**src/rtl/pll_lock_supervisor.sv**
```systemverilog
// rtl/pll_lock_supervisor.sv - PLL reset/lock sequencer that holds the core in reset until lock is stable
module pll_lock_supervisor #(
  parameter int PLL_RST_CYCLES      = 16,
  parameter int LOCK_TIMEOUT_CYCLES = 1048576,
  parameter int LOCK_STABLE_CYCLES  = 1024,
  parameter int MAX_ATTEMPTS        = 4
) (
  input  logic       clk_74a,
  input  logic       reset_n,
  input  logic       pll_locked,
  input  logic       relock_req,
  output logic       pll_rst,
  output logic       core_reset_n,
  output logic       ready,
  output logic       fail,
  output logic [3:0] attempt_cnt,
  output logic [7:0] loss_cnt
);

  localparam int MAX_AB  = (PLL_RST_CYCLES > LOCK_TIMEOUT_CYCLES) ? PLL_RST_CYCLES : LOCK_TIMEOUT_CYCLES;
  localparam int MAX_CYC = (MAX_AB > LOCK_STABLE_CYCLES) ? MAX_AB : LOCK_STABLE_CYCLES;
  localparam int CW      = $clog2(MAX_CYC) + 1;

  localparam logic [CW-1:0] RST_LAST     = CW'(PLL_RST_CYCLES - 1);
  localparam logic [CW-1:0] TIMEOUT_LAST = CW'(LOCK_TIMEOUT_CYCLES - 1);
  // The locked cycle that moves WAIT_LOCK into STABLE is the first stable cycle.
  localparam logic [CW-1:0] STABLE_LAST  = CW'((LOCK_STABLE_CYCLES > 1) ? LOCK_STABLE_CYCLES - 2 : 0);
  localparam logic [3:0]    ATT_MAX      = 4'(MAX_ATTEMPTS);

  typedef enum logic [2:0] {
    S_RESET_PLL,
    S_WAIT_LOCK,
    S_STABLE,
    S_RUN,
    S_FAIL
  } state_t;

  state_t        state, state_nxt;
  logic [CW-1:0] cnt, cnt_nxt;
  logic [3:0]    attempt_nxt;
  logic [7:0]    loss_nxt;
  logic          sync1, locked_s;
  logic          clear;

  always_comb begin
    state_nxt   = state;
    attempt_nxt = attempt_cnt;
    loss_nxt    = loss_cnt;
    clear       = 1'b0;
    cnt_nxt     = cnt + CW'(1);

    // Lock loss in RUN always leaves RUN, whether or not a request coincides.
    if (state == S_RUN && !locked_s && loss_cnt != 8'hFF)
      loss_nxt = loss_cnt + 8'd1;

    if (relock_req) begin
      state_nxt   = S_RESET_PLL;
      attempt_nxt = 4'd0;
      clear       = 1'b1;
    end else begin
      case (state)
        S_RESET_PLL: if (cnt == RST_LAST) state_nxt = S_WAIT_LOCK;
        S_WAIT_LOCK: begin
          if (locked_s) begin
            if (LOCK_STABLE_CYCLES == 1) begin
              state_nxt   = S_RUN;
              attempt_nxt = 4'd0;
            end else begin
              state_nxt = S_STABLE;
            end
          end else if (cnt == TIMEOUT_LAST) begin
            attempt_nxt = attempt_cnt + 4'd1;
            state_nxt   = (attempt_cnt + 4'd1 == ATT_MAX) ? S_FAIL : S_RESET_PLL;
          end
        end
        S_STABLE: begin
          if (!locked_s) begin
            state_nxt = S_WAIT_LOCK;
          end else if (cnt == STABLE_LAST) begin
            state_nxt   = S_RUN;
            attempt_nxt = 4'd0;
          end
        end
        S_RUN:   if (!locked_s) state_nxt = S_RESET_PLL;
        S_FAIL:  state_nxt = S_FAIL;
        default: state_nxt = S_RESET_PLL;
      endcase
    end

    if (clear || state_nxt != state)
      cnt_nxt = '0;
    else if (state == S_RUN || state == S_FAIL)
      cnt_nxt = cnt;
  end

  always_ff @(posedge clk_74a or negedge reset_n) begin
    if (!reset_n) begin
      sync1        <= 1'b0;
      locked_s     <= 1'b0;
      state        <= S_RESET_PLL;
      cnt          <= '0;
      attempt_cnt  <= 4'd0;
      loss_cnt     <= 8'd0;
      pll_rst      <= 1'b1;
      core_reset_n <= 1'b0;
      ready        <= 1'b0;
      fail         <= 1'b0;
    end else begin
      sync1        <= pll_locked;
      locked_s     <= sync1;
      state        <= state_nxt;
      cnt          <= cnt_nxt;
      attempt_cnt  <= attempt_nxt;
      loss_cnt     <= loss_nxt;
      pll_rst      <= (state_nxt == S_RESET_PLL);
      core_reset_n <= (state_nxt == S_RUN);
      ready        <= (state_nxt == S_RUN);
      fail         <= (state_nxt == S_FAIL);
    end
  end

endmodule

```
**config.mk**
```make
export PLATFORM = sky130hd
export DESIGN_NAME = pll_lock_supervisor
export DESIGN_NICKNAME = d
export VERILOG_FILES = /design/src/rtl/pll_lock_supervisor.sv
export SDC_FILE = /design/constraint.sdc
export NUM_CORES = 1
export LEC_CHECK = 0
export CAP_MARGIN = 15
export CORE_MARGIN = 1.5
export CORE_UTILIZATION = 40
export CTS_CLUSTER_DIAMETER = 100
export DETAILED_ROUTE_END_ITERATION = 7
export PLACE_DENSITY = 0.69
export SETUP_SLACK_MARGIN = 0.4
export SLEW_MARGIN = 25
export SYNTH_ARGS = -nofsm -noshare
export SYNTH_HDL_FRONTEND = slang
export SYNTH_SLANG_ARGS = --single-unit
```
**constraint.sdc**
```tcl
create_clock -name clk_74a -period 2.4 [get_ports clk_74a]
set_input_delay 0.48 -clock clk_74a [delete_from_list [all_inputs] [get_ports clk_74a]]
set_output_delay 0.48 -clock clk_74a [all_outputs]
set_load 0.05 [all_outputs]
```
==> flow_metrics.py <==
metrics = {
    "clock_network": {
        "cts_tree": "yes",
        "htreeDepth": 2,
        "clock-sinks": 41,
        "cts-hold-fix-buffers": 0,
        "cts_max_path_buffers": 2,
        "clk_pin_slew_worst_paths_ns": 0.07,
        "cts_buffers": 5,
        "clk_latency_ns": 0.28,
        "cts-root-buf": "clkbuf_8",
    },
    "power_and_ir_drop": {
        "p_leak_nw": 1.36,
        "ir_worst_vdd_mv": 0.211,
        "power_density_mw_per_mm2": 420,
    },
    "setup_path": {
        "slowest_stage": "or4_4",
        "critical_path.cell_chain": "ha_2, nor2b_4, nand2_1, or4_4, and3_4, o31ai_4, buf_4, buf_6, nor2_2",
        "worst_setup_path_end_kind": "register",
        "critPathMaxStageDelay_ns": 0.43,
        "critical_path_arrival_ns": 2.25,
        "crit_buf_inv": 2,
        "cp-start-kind": "register",
        "cp_top_family": "simple AND/OR/NAND/NOR gates",
        "r2r-start": "cnt[1]",
        "cp_max_fo": 4,
        "crit_type": "reg2reg",
        "worst_ep_required_time_ns": 2.57,
        "timing.critical_path.from": "cnt[1]",
    },
    "routing": {
        "wl_met1_mm": 2.25,
        "dr_wl_met2_mm": 2.34,
        "drtIter0Drc": 104,
        "vias_per_cell": 5.15,
        "num_vias": 1763,
        "post_drt_wl_per_cell_um": 14.2,
        "drt_wl_total_mm": 4.86,
        "ant_nets": 0,
        "drcViolationCount": 0,
        "highest_layer": "met4",
        "first_pass_iters": 4,
        "wl_met3_um": 178,
    },
    "timing": {
        "rsz0062_at_grt": "yes",
        "hold_ws_ns": 0.321,
        "hold_violations": 0,
        "fin_tns_setup_ns": 0,
        "report.final.slew_viol_count": 0,
        "period_minus_slack_ns": 2.08,
        "tightestPinTransition_ns": 0.883,
        "finalSetupViolCount": 0,
        "finalClockSkew_ns": 0.00676,
        "timing.final.ws_setup_ns": 0.321,
        "slew_headroom": 0.411,
        "timing.fmax_mhz": 481,
        "finalCritPeriodShare": 0.866,
    },
    "synth": {
        "synth_seq_cells": 41,
        "synth_compound_area_frac": 0.0591,
        "ys_seq_area_frac": 0.480,
        "synth_edf_count": 0,
        "synth.cell_area_mm2": 0.00214,
        "synth_fp_nets": 228,
        "yosysWarningCount": 0,
        "synth_flop_cell": "dfrtp_1",
        "synth.area.mux_share": 0.0146,
        "synth_xor_area_frac": 0.123,
        "synth_adder_area_share": 0.0234,
        "ys_types": 45,
        "async_flop_share": 1.00,
        "synthCells": 220,
        "synth_top_family_by_area": "simple AND/OR/NAND/NOR gates",
        "synthSimpleGateAreaFrac": 0.265,
        "synth.avg_cell_area_um2": 9.72,
    },
    "floorplanning": {
        "pin_count": 20,
        "core_mm2": 0.00514,
        "die_area_mm2": 0.00579,
        "rows": 26,
        "start_util": 0.416,
        "die_w_um": 76.1,
        "die_y_um": 76.1,
    },
    "global_route": {
        "grt_pass1_vias": 1705,
        "grt_usage": 0.171,
        "grt_pass1_wl_mm": 8.00,
        "grt_max_degree": 42,
        "overflow": 0,
        "antenna_found_initial": 0,
    },
    "job": {
        "maxCapViolations": 0,
    },
    "layout": {
        "area_delta_synth_final_pct": 33.1,
        "n_fill_cell": 446,
        "layout_common_cells": "dfrtp_1 (36), buf_4 (32), nor2_1 (27)",
        "final_common_cell": "dfrtp_1",
        "seqCellArea_mm2": 0.00103,
        "num_antenna_cells": 0,
        "multi_input_area_mm2": 0.00116,
        "drive_gt1_frac": 0.279,
        "nets": 279,
    },
    "place": {
        "gp_congestion": 0.798,
        "portBuffers": 19,
        "detailed_place_hpwl_mm": 2.93,
        "post-place-ws_ns": 0.271,
    },
    "status": {
        "outcome": "completed",
    },
    "min_path": {
        "holdCritPathClass": "in2async",
    },
}
==> cell usage after synthesis (2+ instances only) <==
cell | instances | area, µm²
inv_1 | 7 | 26.3
buf_2 | 2 | 10.0
mux2i_1 | 2 | 20.0
nand3_1 | 14 | 70.1
o21ai_0 | 2 | 10.0
a21oi_1 | 4 | 20.0
ha_1 | 4 | 50.1
nor2b_1 | 3 | 18.8
xnor2_1 | 9 | 78.8
nor3_1 | 7 | 35.0
o21a_1 | 2 | 15.0
clkbuf_1 | 4 | 15.0
nor2_1 | 33 | 124
dfrtp_1 | 40 | 1000
nor4_1 | 5 | 31.3
and3_1 | 2 | 12.5
nand4_1 | 9 | 56.3
and4_1 | 4 | 35.0
a211oi_1 | 3 | 22.5
nand2_1 | 19 | 71.3
xor2_1 | 21 | 184
==> metrics by stage <==
step / instances / area [µm²] / power, mW / util
floorplan: 220 / 2160 / 0.747 / -
global placement: 306 / 2430 / 0.774 / 0.472
detailed placement: 306 / 2430 / 0.775 / 0.472
CTS: 337 / 2710 / 1.21 / 0.528
global route: 342 / 2850 / 1.26 / 0.554
finish: 342 / 2850 / 1.19 / 0.554
==> power by group <==
group	total (mW)	switching, mW	internal (mW)
combinational	0.0767	0.0450	0.0317
clock	0.413	0.207	0.206
sequential	0.704	0.00702	0.697
total	1.19	0.259	0.936
==> kinds of logic after synthesis <==
family | count (synthesis)
multiplexers | 3
adder cells (fa/ha/maj) | 4
XOR/XNOR | 30
flip-flops | 41
AO/OA/AOI/OAI | 17
buffers and inverters | 16
AND/OR/NAND/NOR | 109
==> routing by layer <==
layer / GRT usage / vias to the layer above
met5: 0 / -
met4: 0.0630 / 0
met3: 0.0323 / 8
met2: 0.266 / 45
met1: 0.239 / 857
li1: - / 853
==> what timing repair did <==
action	in CTS	in global routing
buffers inserted	21	5
endpoints found under the setup margin	31	32
pin swaps	5	8
gates resized for setup	21	23
cloned	2	0
endpoints found under the hold margin	0	0
==> flip-flops by register name (all words and copies together), names as in the netlist <==
name and flops:
locked_s 1, ready 1, loss_cnt 8, pll_rst 1
sync1 1, state 3, attempt_cnt 4, fail 1
cnt 21
==> path summary, 6_finish.rpt <==
kind / end / slack, ns / depth (start not counted)
setup / recovery: cnt[2] / 0.32 / 9
hold / removal: loss_cnt[6] / 0.32 / 1
setup reg to reg: cnt[2] / 0.32 / 9
hold reg to reg: locked_s / 0.35 / 0
max in group asynchronous: state[2] / 1.47 / 1
min in group clk_74a: locked_s / 0.35 / 0
==> area by class of cell <==
| class | instances | area share |
|---|---|---|
| clock buffers | 8 | 0.0281 |
| repair buffers | 53 | 0.160 |
| flip-flops and latches | 41 | 0.363 |
| multi-input cells | 163 | 0.409 |
| well taps | 70 | 0.0308 |
| inverters | 7 | 0.00923 |
Power figures use the tool's default switching activity.
